**src/rtl/deque_pkg.sv**
```systemverilog
`default_nettype none
// ============================================================================
// Module   : deque_pkg
// Brief    : Command and state encodings shared by the deque engine files.
// Revision : 1.0 - initial release
// ============================================================================
package deque_pkg;

    typedef enum logic [2:0] {
        NOP        = 3'd0,
        PUSH_FRONT = 3'd1,
        PUSH_BACK  = 3'd2,
        POP_FRONT  = 3'd3,
        POP_BACK   = 3'd4,
        INSERT     = 3'd5,
        DELETE_IDX = 3'd6,
        DELETE_ALL = 3'd7
    } op_e;

    typedef enum logic [1:0] {
        IDLE      = 2'd0,
        SHIFT_INS = 2'd1,
        SHIFT_DEL = 2'd2,
        RESP      = 2'd3
    } state_e;

endpackage
`default_nettype wire

```
**src/rtl/deque_store.sv**
```systemverilog
`default_nettype none
// ============================================================================
// Module   : deque_store
// Brief    : DEPTH x DATA_W register array addressed by logical index
//            (physical = head + logical, wrapping on the power-of-two depth).
// Revision : 1.0 - initial release
// ============================================================================
module deque_store #(
    parameter  int DATA_W = 32,
    parameter  int DEPTH  = 8,
    localparam int IDX_W  = $clog2(DEPTH)
) (
    input  logic              clk,
    input  logic [IDX_W-1:0]  head,
    input  logic              we,
    input  logic [IDX_W-1:0]  wr_idx,
    input  logic [DATA_W-1:0] wr_data,
    input  logic [IDX_W-1:0]  rd_a_idx,
    input  logic [IDX_W-1:0]  rd_b_idx,
    output logic [DATA_W-1:0] rd_a_data,
    output logic [DATA_W-1:0] rd_b_data
);

    logic [DATA_W-1:0] r_mem [DEPTH];
    logic [IDX_W-1:0]  w_wr_phys;
    logic [IDX_W-1:0]  w_rd_a_phys;
    logic [IDX_W-1:0]  w_rd_b_phys;

    assign w_wr_phys   = head + wr_idx;
    assign w_rd_a_phys = head + rd_a_idx;
    assign w_rd_b_phys = head + rd_b_idx;

    // Contents need no reset: the engine never reads beyond the live count.
    always_ff @(posedge clk) begin
        if (we) begin
            r_mem[w_wr_phys] <= wr_data;
        end
    end

    assign rd_a_data = r_mem[w_rd_a_phys];
    assign rd_b_data = r_mem[w_rd_b_phys];

endmodule
`default_nettype wire

```
**src/rtl/deque_engine.sv**
```systemverilog
`default_nettype none
// ============================================================================
// Module   : deque_engine
// Brief    : Double-ended queue command responder; indexed insert/delete
//            shift one element per cycle. DEQUE_PEEK_EN adds front/back views.
// Revision : 1.0 - initial release
// ============================================================================
module deque_engine
    import deque_pkg::*;
#(
    parameter  int DATA_W = 32,
    parameter  int DEPTH  = 8,
    localparam int IDX_W  = $clog2(DEPTH),
    localparam int CNT_W  = $clog2(DEPTH + 1)
) (
    input  logic              clk,
    input  logic              rst,
    input  logic              req_valid,
    output logic              req_ready,
    input  op_e               req_op,
    input  logic [IDX_W:0]    req_idx,
    input  logic [DATA_W-1:0] req_data,
    output logic              rsp_valid,
    input  logic              rsp_ready,
    output logic [DATA_W-1:0] rsp_data,
    output logic [CNT_W-1:0]  rsp_size,
    output logic              rsp_err
`ifdef DEQUE_PEEK_EN
    ,
    output logic [DATA_W-1:0] peek_front,
    output logic [DATA_W-1:0] peek_back
`endif
);

    state_e            r_state;
    logic [IDX_W-1:0]  r_head;
    logic [CNT_W-1:0]  r_count;
    logic [IDX_W-1:0]  r_j;
    logic [IDX_W-1:0]  r_idx;
    logic [DATA_W-1:0] r_data;
    logic              r_rsp_valid;
    logic [DATA_W-1:0] r_rsp_data;
    logic [CNT_W-1:0]  r_rsp_size;
    logic              r_rsp_err;

    logic              w_accept;
    logic              w_full;
    logic              w_empty;
    logic              w_err;
    logic [IDX_W-1:0]  w_cnt_lo;
    logic              w_we;
    logic [IDX_W-1:0]  w_wr_idx;
    logic [DATA_W-1:0] w_wr_data;
    logic [IDX_W-1:0]  w_rd_a_idx;
    logic [IDX_W-1:0]  w_rd_b_idx;
    logic [DATA_W-1:0] w_rd_a;
    logic [DATA_W-1:0] w_rd_b;

    assign w_accept = req_valid && (r_state == IDLE);
    assign w_full   = (r_count == CNT_W'(DEPTH));
    assign w_empty  = (r_count == '0);
    assign w_cnt_lo = r_count[IDX_W-1:0];

    always_comb begin
        w_err = 1'b0;
        case (req_op)
            PUSH_FRONT, PUSH_BACK: w_err = w_full;
            POP_FRONT, POP_BACK:   w_err = w_empty;
            INSERT:                w_err = w_full || (req_idx > r_count);
            DELETE_IDX:            w_err = (req_idx >= r_count);
            default:               w_err = 1'b0;
        endcase
    end

    // Port b normally tracks the back element; port a serves pops and shifts.
    always_comb begin
        w_we       = 1'b0;
        w_wr_idx   = w_cnt_lo;
        w_wr_data  = req_data;
        w_rd_a_idx = w_cnt_lo - IDX_W'(2);
        w_rd_b_idx = w_cnt_lo - IDX_W'(1);
        case (r_state)
            IDLE: begin
                if (req_op == POP_FRONT) begin
                    w_rd_a_idx = '0;
                    w_rd_b_idx = IDX_W'(1);
                end else if (req_op == INSERT) begin
                    w_rd_a_idx = w_cnt_lo - IDX_W'(1);
                end
                if (w_accept && !w_err) begin
                    case (req_op)
                        PUSH_FRONT: begin
                            w_we     = 1'b1;
                            w_wr_idx = '1;
                        end
                        PUSH_BACK: w_we = 1'b1;
                        INSERT: begin
                            // Shifted inserts move the back element up in the accept cycle.
                            w_we      = 1'b1;
                            w_wr_data = (req_idx == r_count) ? req_data : w_rd_a;
                        end
                        default: w_we = 1'b0;
                    endcase
                end
            end
            SHIFT_INS: begin
                w_rd_a_idx = r_j - IDX_W'(1);
                w_we       = 1'b1;
                w_wr_idx   = r_j;
                w_wr_data  = (r_j == r_idx) ? r_data : w_rd_a;
            end
            SHIFT_DEL: begin
                w_rd_a_idx = r_j + IDX_W'(1);
                w_rd_b_idx = '0;
                w_we       = 1'b1;
                w_wr_idx   = r_j;
                w_wr_data  = w_rd_a;
            end
            default: w_we = 1'b0;
        endcase
    end

    deque_store #(
        .DATA_W (DATA_W),
        .DEPTH  (DEPTH)
    ) u_store (
        .clk       (clk),
        .head      (r_head),
        .we        (w_we),
        .wr_idx    (w_wr_idx),
        .wr_data   (w_wr_data),
        .rd_a_idx  (w_rd_a_idx),
        .rd_b_idx  (w_rd_b_idx),
        .rd_a_data (w_rd_a),
        .rd_b_data (w_rd_b)
    );

    always_ff @(posedge clk or posedge rst) begin
        if (rst) begin
            r_state     <= IDLE;
            r_head      <= '0;
            r_count     <= '0;
            r_j         <= '0;
            r_idx       <= '0;
            r_data      <= '0;
            r_rsp_valid <= 1'b0;
            r_rsp_data  <= '0;
            r_rsp_size  <= '0;
            r_rsp_err   <= 1'b0;
        end else begin
            case (r_state)
                IDLE: begin
                    if (w_accept) begin
                        r_state     <= RESP;
                        r_rsp_valid <= 1'b1;
                        r_rsp_data  <= '0;
                        r_rsp_size  <= r_count;
                        r_rsp_err   <= w_err;
                        r_idx       <= req_idx[IDX_W-1:0];
                        r_data      <= req_data;
                        if (!w_err) begin
                            case (req_op)
                                PUSH_FRONT: begin
                                    r_head     <= r_head - IDX_W'(1);
                                    r_count    <= r_count + CNT_W'(1);
                                    r_rsp_size <= r_count + CNT_W'(1);
                                end
                                PUSH_BACK: begin
                                    r_count    <= r_count + CNT_W'(1);
                                    r_rsp_size <= r_count + CNT_W'(1);
                                end
                                POP_FRONT: begin
                                    r_rsp_data <= w_rd_a;
                                    r_head     <= r_head + IDX_W'(1);
                                    r_count    <= r_count - CNT_W'(1);
                                    r_rsp_size <= r_count - CNT_W'(1);
                                end
                                POP_BACK: begin
                                    r_rsp_data <= w_rd_b;
                                    r_count    <= r_count - CNT_W'(1);
                                    r_rsp_size <= r_count - CNT_W'(1);
                                end
                                INSERT: begin
                                    if (req_idx == r_count) begin
                                        r_count    <= r_count + CNT_W'(1);
                                        r_rsp_size <= r_count + CNT_W'(1);
                                    end else begin
                                        r_j         <= w_cnt_lo - IDX_W'(1);
                                        r_state     <= SHIFT_INS;
                                        r_rsp_valid <= 1'b0;
                                    end
                                end
                                DELETE_IDX: begin
                                    if (req_idx == r_count - CNT_W'(1)) begin
                                        r_count    <= r_count - CNT_W'(1);
                                        r_rsp_size <= r_count - CNT_W'(1);
                                    end else begin
                                        r_j         <= req_idx[IDX_W-1:0];
                                        r_state     <= SHIFT_DEL;
                                        r_rsp_valid <= 1'b0;
                                    end
                                end
                                DELETE_ALL: begin
                                    r_count    <= '0;
                                    r_rsp_size <= '0;
                                end
                                default: r_rsp_size <= r_count;
                            endcase
                        end
                    end
                end
                SHIFT_INS: begin
                    if (r_j == r_idx) begin
                        r_count     <= r_count + CNT_W'(1);
                        r_rsp_size  <= r_count + CNT_W'(1);
                        r_rsp_valid <= 1'b1;
                        r_state     <= RESP;
                    end else begin
                        r_j <= r_j - IDX_W'(1);
                    end
                end
                SHIFT_DEL: begin
                    if (r_j == w_cnt_lo - IDX_W'(2)) begin
                        r_count     <= r_count - CNT_W'(1);
                        r_rsp_size  <= r_count - CNT_W'(1);
                        r_rsp_valid <= 1'b1;
                        r_state     <= RESP;
                    end else begin
                        r_j <= r_j + IDX_W'(1);
                    end
                end
                RESP: begin
                    if (rsp_ready) begin
                        r_rsp_valid <= 1'b0;
                        r_state     <= IDLE;
                    end
                end
                default: r_state <= IDLE;
            endcase
        end
    end

    assign req_ready = (r_state == IDLE);
    assign rsp_valid = r_rsp_valid;
    assign rsp_data  = r_rsp_data;
    assign rsp_size  = r_rsp_size;
    assign rsp_err   = r_rsp_err;

`ifdef DEQUE_PEEK_EN
    logic [DATA_W-1:0] r_peek_front;
    logic [DATA_W-1:0] r_peek_back;

    // Track the new front/back in the same edge that commits head/count.
    always_ff @(posedge clk or posedge rst) begin
        if (rst) begin
            r_peek_front <= '0;
            r_peek_back  <= '0;
        end else begin
            case (r_state)
                IDLE: begin
                    if (w_accept && !w_err) begin
                        case (req_op)
                            PUSH_FRONT: begin
                                r_peek_front <= req_data;
                                if (w_empty) r_peek_back <= req_data;
                            end
                            PUSH_BACK: begin
                                r_peek_back <= req_data;
                                if (w_empty) r_peek_front <= req_data;
                            end
                            INSERT: begin
                                if (req_idx == r_count) begin
                                    r_peek_back <= req_data;
                                    if (w_empty) r_peek_front <= req_data;
                                end
                            end
                            POP_FRONT: begin
                                r_peek_front <= (r_count == CNT_W'(1)) ? '0 : w_rd_b;
                                if (r_count == CNT_W'(1)) r_peek_back <= '0;
                            end
                            POP_BACK, DELETE_IDX: begin
                                if (req_op == POP_BACK || req_idx == r_count - CNT_W'(1)) begin
                                    r_peek_back <= (r_count == CNT_W'(1)) ? '0 : w_rd_a;
                                    if (r_count == CNT_W'(1)) r_peek_front <= '0;
                                end
                            end
                            DELETE_ALL: begin
                                r_peek_front <= '0;
                                r_peek_back  <= '0;
                            end
                            default: r_peek_front <= r_peek_front;
                        endcase
                    end
                end
                SHIFT_INS: begin
                    if (r_j == r_idx && r_idx == '0) r_peek_front <= r_data;
                end
                SHIFT_DEL: begin
                    if (r_j == w_cnt_lo - IDX_W'(2) && r_idx == '0) begin
                        r_peek_front <= (r_j == '0) ? w_rd_a : w_rd_b;
                    end
                end
                default: r_peek_front <= r_peek_front;
            endcase
        end
    end

    assign peek_front = r_peek_front;
    assign peek_back  = r_peek_back;
`endif

endmodule
`default_nettype wire

```
**config.mk**
```make
export PLATFORM = sky130hd
export DESIGN_NAME = deque_engine
export DESIGN_NICKNAME = d
export VERILOG_FILES = /design/src/rtl/deque_pkg.sv /design/src/rtl/deque_store.sv /design/src/rtl/deque_engine.sv
export SDC_FILE = /design/constraint.sdc
export NUM_CORES = 1
export LEC_CHECK = 0
export ABC_AREA = 1
export CELL_PAD_IN_SITES_DETAIL_PLACEMENT = 0
export CELL_PAD_IN_SITES_GLOBAL_PLACEMENT = 1
export CORE_MARGIN = 1.5
export CORE_UTILIZATION = 43
export DETAILED_ROUTE_END_ITERATION = 10
export HOLD_SLACK_MARGIN = 0.06
export PLACE_DENSITY = 0.74
export SLEW_MARGIN = 20
export SYNTH_ARGS = -nofsm -noshare
export SYNTH_HDL_FRONTEND = slang
export SYNTH_SLANG_ARGS = --single-unit
```
**constraint.sdc**
```tcl
create_clock -name clk -period 4.4 [get_ports clk]
set_input_delay 1.1 -clock clk [delete_from_list [all_inputs] [get_ports clk]]
set_output_delay 1.1 -clock clk [all_outputs]
set_load 0.01 [all_outputs]
```
Yosys cells after proc, flatten, opt, wreduce, memory -nomap -nowiden
Memories as Yosys holds them, arrays and structs flattened.
Cells that the tools add are included.
{"block": "classes", "add_sub_neg": 11, "magnitude_cmp": 2, "n_eq_ne": 29, "mux": 56, "bitwise": 1, "n_reduce_logical": 17}
{"op": "2-to-1 mux 32 bit", "count": 5}
{"op": "case mux 32 bit (3 select lines)", "count": 1}
{"op": "case mux 32 bit (2 select lines)", "count": 1}
{"op": "2-to-1 mux 3 bit", "count": 11}
{"op": "2-to-1 mux 4 bit", "count": 6}
{"op": "case mux 3 bit (2 select lines)", "count": 4}
{"op": "case mux 4 bit (5 select lines)", "count": 1}
{"op": "case mux 3 bit (3 select lines)", "count": 2}
{"op": "AND reduction 8 bit", "count": 2}
{"op": "== test 3 bit (second input constant)", "count": 4}
{"op": "2-to-1 mux 1 bit", "count": 12}
{"op": "2-to-1 mux 2 bit", "count": 6}
{"op": "inequality test 2 bit (second input constant)", "count": 6}
{"op": "case mux 4 bit (3 select lines)", "count": 1}
{"op": "adder 3 bit", "count": 3}
{"op": "inequality test 3 bit (second input constant)", "count": 3}
{"op": "subtractor 3 x 1 -> 3 bit (second input constant)", "count": 3}
{"op": "== test 4 bit", "count": 2}
{"op": "case mux 1 bit (4 select lines)", "count": 2}
{"op": "case mux 2 bit (4 select lines)", "count": 1}
{"op": "AND reduction 4 bit", "count": 2}
{"op": "inequality test 7 x 4 -> 1 bit (second input constant)", "count": 1}
{"op": "adder 3 x 1 -> 3 bit (second input constant)", "count": 2}
{"op": "== test 3 x 2 -> 1 bit (second input constant)", "count": 2}
{"op": "27 further kinds", "count": 33}
{"block": "totals", "regBits": 81, "mem_bits_rw": 256, "inputBits": 43, "output_inout_bits": 39, "wordCells": 126, "n_memories": 1}
{"memory": "u_store.r_mem", "words": 8, "width": 32, "rd": 2, "rd_ports_with_merged_regs": 0, "write_ports": 1, "line_no": "deque_store.sv:24", "rtl": "logic [DATA_W-1:0] r_mem [DEPTH];"}

Depth between registers and ports, before layout
An unclocked memory read counts as a cell.
{"block": "depth", "depth_word": 10, "mapped_depth": 21, "mapped_depth_nobuf": 20}

By module
A second synthesis with hierarchy kept.
{"block": "hier_totals", "hier_cells": 2714, "hier_area_um2": 20323.2}
{"mod": "deque_store", "instances": 1, "cells_per_inst": 1765, "area_per_inst_um2": 13970.9, "seq_area_each_um2": 7687.4}
{"mod": "deque_engine", "instances": 1, "cells_per_inst": 949, "area_per_inst_um2": 6352.3, "seq_area_each_um2": 2026.9}

Least setup slack after synthesis
OpenSTA, ideal clock, no wires.
{"block": "synth_path", "path_kind": "input -> register", "startpoint": "input req_idx[3]", "endpoint": "memory u_store.r_mem[4][0], enable pin", "setup_ps": 421, "arrival_ps": 4569, "required_time_ps": 3979, "setup_slack_ps": -590, "stages": 18, "path_buffers": 0, "cell_sequence": "ha_1 -> nand2_1 -> inv_1 -> nand3_1 -> nand3_1 -> nand2_2 -> nand3_1 -> nor2_1 -> o21ai_0 -> a21oi_1 -> ha_1 -> fa_1 -> xor2_1 -> inv_1 -> nand3_1 -> nand2_1 -> nand2_1 -> nor2_1"}
{"block": "synth_between", "elab_chain_cells": 9, "word_cells_on_any_way": 13, "cone_classes": "add/sub: 1; order compare: 2; mux: 7; reduce/logical: 3"}
{"item": "from (decl)", "line_no": "deque_engine.sv:21", "rtl": "input logic [IDX_W:0] req_idx,"}
{"item": "greater-than comparator 4 bit", "line_no": "deque_engine.sv:69", "rtl": "INSERT: w_err = w_full || (req_idx > r_count);"}
{"item": "logical OR 1 bit", "line_no": "deque_engine.sv:69"}
{"item": "case mux 1 bit (4 select lines) (*)", "line_no": "deque_engine.sv:66", "rtl": "case (req_op)"}
{"item": "logical NOT 1 bit (*)"}
{"item": "logical AND 1 bit (*)", "line_no": "deque_engine.sv:90", "rtl": "if (w_accept && !w_err) begin"}
{"item": "branches (longest 4 deep; another with adder 3 bit)"}
{"item": "to (decl)", "line_no": "deque_store.sv:24"}
Every way passes the cells marked *.

Worst setup path in the final report
{"block": "layout_path", "startpoint": "input req_op[2]", "endpoint": "memory u_store.r_mem[4][22], data pin"}
{"block": "layout_between", "elab_chain_cells": 10, "word_cells_on_any_way": 21, "cone_classes": "add/sub: 1; eq/ne: 6; mux: 9; reduce/logical: 4; memory: 1"}
{"item": "from (decl)", "line_no": "deque_engine.sv:20", "rtl": "input op_e req_op,"}
{"item": "== test 3 bit", "line_no": "deque_engine.sv:66, deque_engine.sv:87, deque_engine.sv:91"}
{"item": "2-to-1 mux 3 bit", "line_no": "deque_engine.sv:87", "rtl": "end else if (req_op == INSERT) begin"}
{"item": "2-to-1 mux 3 bit", "line_no": "deque_engine.sv:84", "rtl": "if (req_op == POP_FRONT) begin"}
{"item": "case mux 3 bit (3 select lines)", "line_no": "deque_engine.sv:82", "rtl": "case (r_state)"}
{"item": "adder 3 bit", "line_no": "deque_store.sv:30", "rtl": "assign w_rd_a_phys = head + rd_a_idx;"}
{"item": "memory read (8 x 32 bit)"}
{"item": "2-to-1 mux 32 bit", "line_no": "deque_engine.sv:100", "rtl": "w_wr_data = (req_idx == r_count) ? req_data : w_rd_a;"}
{"item": "2-to-1 mux 32 bit", "line_no": "deque_engine.sv:91", "rtl": "case (req_op)"}
{"item": "2-to-1 mux 32 bit", "line_no": "deque_engine.sv:90"}
{"item": "case mux 32 bit (3 select lines) (*)", "line_no": "deque_engine.sv:82"}
{"item": "net u_store.wr_data[22]", "line_no": "deque_store.sv:17", "rtl": "input logic [DATA_W-1:0] wr_data,"}
Mark *: on every way through the listed nets, which the timed path passes. The rest lies on a longest branch.

==> results.md <==
* Status: complete, no violations
* Critical Path RT at 4.67 ns
* Post-synth ARST share at 0.2404
* Max-cap violations at 0
* Levels on crit path at 18
* Max_slew headroom at 0.2932
* Largest net degree at the start of global routing at 97
* Critical path capture point type: register
* Row Count at 77
* Port bufs at 81
* Critical path cell sequence: clkdlybuf4s50_1 -> buf_4 -> inv_8 -> nor2_8 -> o211ai_1 -> a31oi_1 -> ha_4 -> inv_1 -> fa_2 -> xor2_1 -> inv_1 -> nand2_8 -> nand2_8 -> nand2_1 -> nand2_1 -> nand2_1 -> nand2_1 -> a21oi_1
* Skew final at 0.02353 ns
* DP Wirelength at 41290 um
* Fin crit share at 0.9510
* Worst hold path depth at 2
* CP bufs+invs at 5
* Cts hold-fix bufs at 0
* Inserted Clock Buffers at 39
* Crit Path Max Fanout at 8
* Share of the synthesized area in the top cell type at 0.3949
* Worst-path cell with the longest stage delay: a21oi_1
* Tightest Hold Check Type: reg -> reg
* Worst-Skew Late Latency at 0.57 ns
* Clk sinks at 337
* Tmin final at 4.184 ns
* Max Slew Vio Count at 0
* Synthesis-to-layout area growth at 20.62%
* RePlAce Congestion at 0.8957
* Synth area leaders: edfxtp_1 (39%), dfrtp_1 (10%), nand2_1 (8.2%), o21ai_0 (6.9%), a21oi_1 (5.9%)
* Worst reg2reg path depth at 16
* Post-route DRC at 0
* Layout cells sized above 1 at 0.1824
* RSZ-0062 raised after global routing: no
* Pre-CTS WS at -0.3915 ns
* CP max stage delay at 0.56 ns
* DRT iter0 DRCs at 1359
* Synth warnings at 0
* Largest family of logic cells by synthesized area: compound AO/OA/AOI/OAI gates
* Syn avg cell area at 8.543 um^2
* CTS tree: done
* Worst Tran Pin Value at 1.060 ns
* CP delay by family, top: compound AO/OA/AOI/OAI gates
* Synth Area in Compound Gates at 0.1890
* Dominant synthesized flop cell: edfxtp_1
* Commonest cells post-synth: nand2_1 (426), o21ai_0 (268), edfxtp_1 (256), inv_1 (256), a21oi_1 (228)
* F_max at 239.0 MHz
* Mux cell area share after synthesis at 0.0005141
* H-tree Lvls at 2
* CP most frequent cell: nand2_1
* Number of flops mapped to enable cells by yosys at 256
* Post-synthesis adder-cell area fraction at 0.01632
* # fillers at 4079
* Post-synth top area cell: edfxtp_1
* First-pass GRT wire length at 96390 um
* Vias per Instance at 5.467
* Post-route ant nets at 0
* Worst Path Arrival at 4.46 ns
* CP Class: in -> reg
* Count leader, synth: nand2_1
* Clock Pin Slew Worst Setup and Hold Paths at 0.06 ns
* Die footprint at 0.04656 mm^2
* Final Worst Setup Slack at 0.2156 ns
* Synthesized area at 0.01947 mm^2
* Area share of and/or/nand/nor cells after synthesis at 0.1889
* Final core utilization at 0.5287
* Die height at 215.8 um
* Max Buffers Root-to-Sink at 3
* Area of the core at 0.04441 mm^2
* Xor and xnor area share after synthesis at 0.008933
* Post-Syn Instances at 2279
* Starting density of the core at 0.4383
* 1st-pass router iterations at 6
* DR vias at 16760
* Initial antenna violation count at 1
* WL final at 62310 um
* CTS root buffer: clkbuf_16
* Synth cell types at 47
* Drt wl/cell at 20.33 um
* Sequential fraction of the synthesis area at 0.4990
* Global-route usage over all layers at 0.2700
* Syn_nets at 2345
* Final number of hold-violating endpoints at 0
* DIE WIDTH at 215.8 um
* Crit path launch type: primary input
* Final setup vio count at 0
* Total grt overflow at 0
* Vias in the first global route at 16700
* Post-synthesis register bit count at 337
* I/O pin count at 82
* Setup TNS at 0 ns
* Final net count at 2507
cells in the final DEF, fill, tap and decap left out, drive strengths merged:
cell and n:
or2 2, o311ai 1, a22oi 25, o22ai 23, nand2 498, o2111a 1
nor2 150, clkinv 16, nand3 124, o22a 2, inv 308, bufinv 3
buf 188, fa 4, and2 1, clkbuf 50, a21oi 258, dfrtp 81
nor3 1, ha 19, diode 1, o21ai 310, nand4 2, xnor2 9
edfxtp 256, clkinvlp 2, o21bai 2, mux2i 1, clkdlybuf4s50 81, o211ai 43
a31oi 1, xor2 10
cells by family (layout without fill, tap and decap cells):
logic type               Yosys count  count (layout)
AO/OA/AOI/OAI                    666             666
AND/OR/NAND/NOR                  778             778
other                              0               1
flip-flops                       337             337
XOR/XNOR                          19              19
multiplexers                       1               1
buffers and inverters            455             648
adder cells (fa/ha/maj)           23              23
state kept, by name, indices dropped and copies added (netlist names):
signal / flops
r_data: 32
r_head: 3
r_idx: 3
r_j: 3
r_state: 2
rsp_data: 32
rsp_err: 1
rsp_size: 4
rsp_valid: 1
u_store.r_mem: 256
per-stage QoR:
stage	area (um^2)	hold slack, ns	instances
5_1_grt	23480	0.5010	3065
6_report	23480	0.4772	3065
4_1_cts	23460	0.4818	3064
3_3_place_gp	22200	0.4634	2992
2_1_floorplan	19490	0.4530	2279
3_5_place_dp	22200	0.4642	2992
what timing repair did:
item	in CTS	in global routing
gates resized for setup	0	4
buffers inserted	0	0
endpoints found under the setup margin	0	52
final cells by class:
class                           count  area (um^2)  area share
Clock inverter                     22        206.4    0.008792
Antenna cell                        1        2.502   0.0001066
Timing Repair Buffer              269         2623      0.1117
Multi-Input combinational cell   1487         7978      0.3397
Inverter                          307         1170     0.04982
Clock buffer                       50         1049     0.04465
Tap cell                          592        740.7     0.03154
Sequential cell                   337         9714      0.4137
tightest hold or removal path: cells and delay by family (launching register included):
family	cells	cell delay, ns
DFF	1	0.34
and+or+nand+nor	2	0.10
per-layer routing:
metal,up-vias,wire length (um),GRT usage,share of wire
met1,8053,25930,0.3495,0.42
met2,580,29800,0.4549,0.48
met5,-,0,0,0
li1,7974,-,-,-
met4,0,2603,0.1131,0.042
met3,148,3972,0.03594,0.064
worst paths after layout:
check / startpoint / slack [ns] / endpoint
worst min-delay path: rsp_data[10] / 0.48 / rsp_data[10]
max in group asynchronous: rst / 2.74 / r_head[2]
worst max register to register: r_state[0] / 0.47 / u_store.r_mem[4][22]
worst max-delay path: req_op[2] / 0.22 / u_store.r_mem[4][22]
min in group asynchronous: rst / 0.94 / rsp_data[14]
worst min register to register: rsp_data[10] / 0.48 / rsp_data[10]
Power is not shown: default switching activity piles up to over one toggle a cycle in this logic, so the estimate is an artifact.
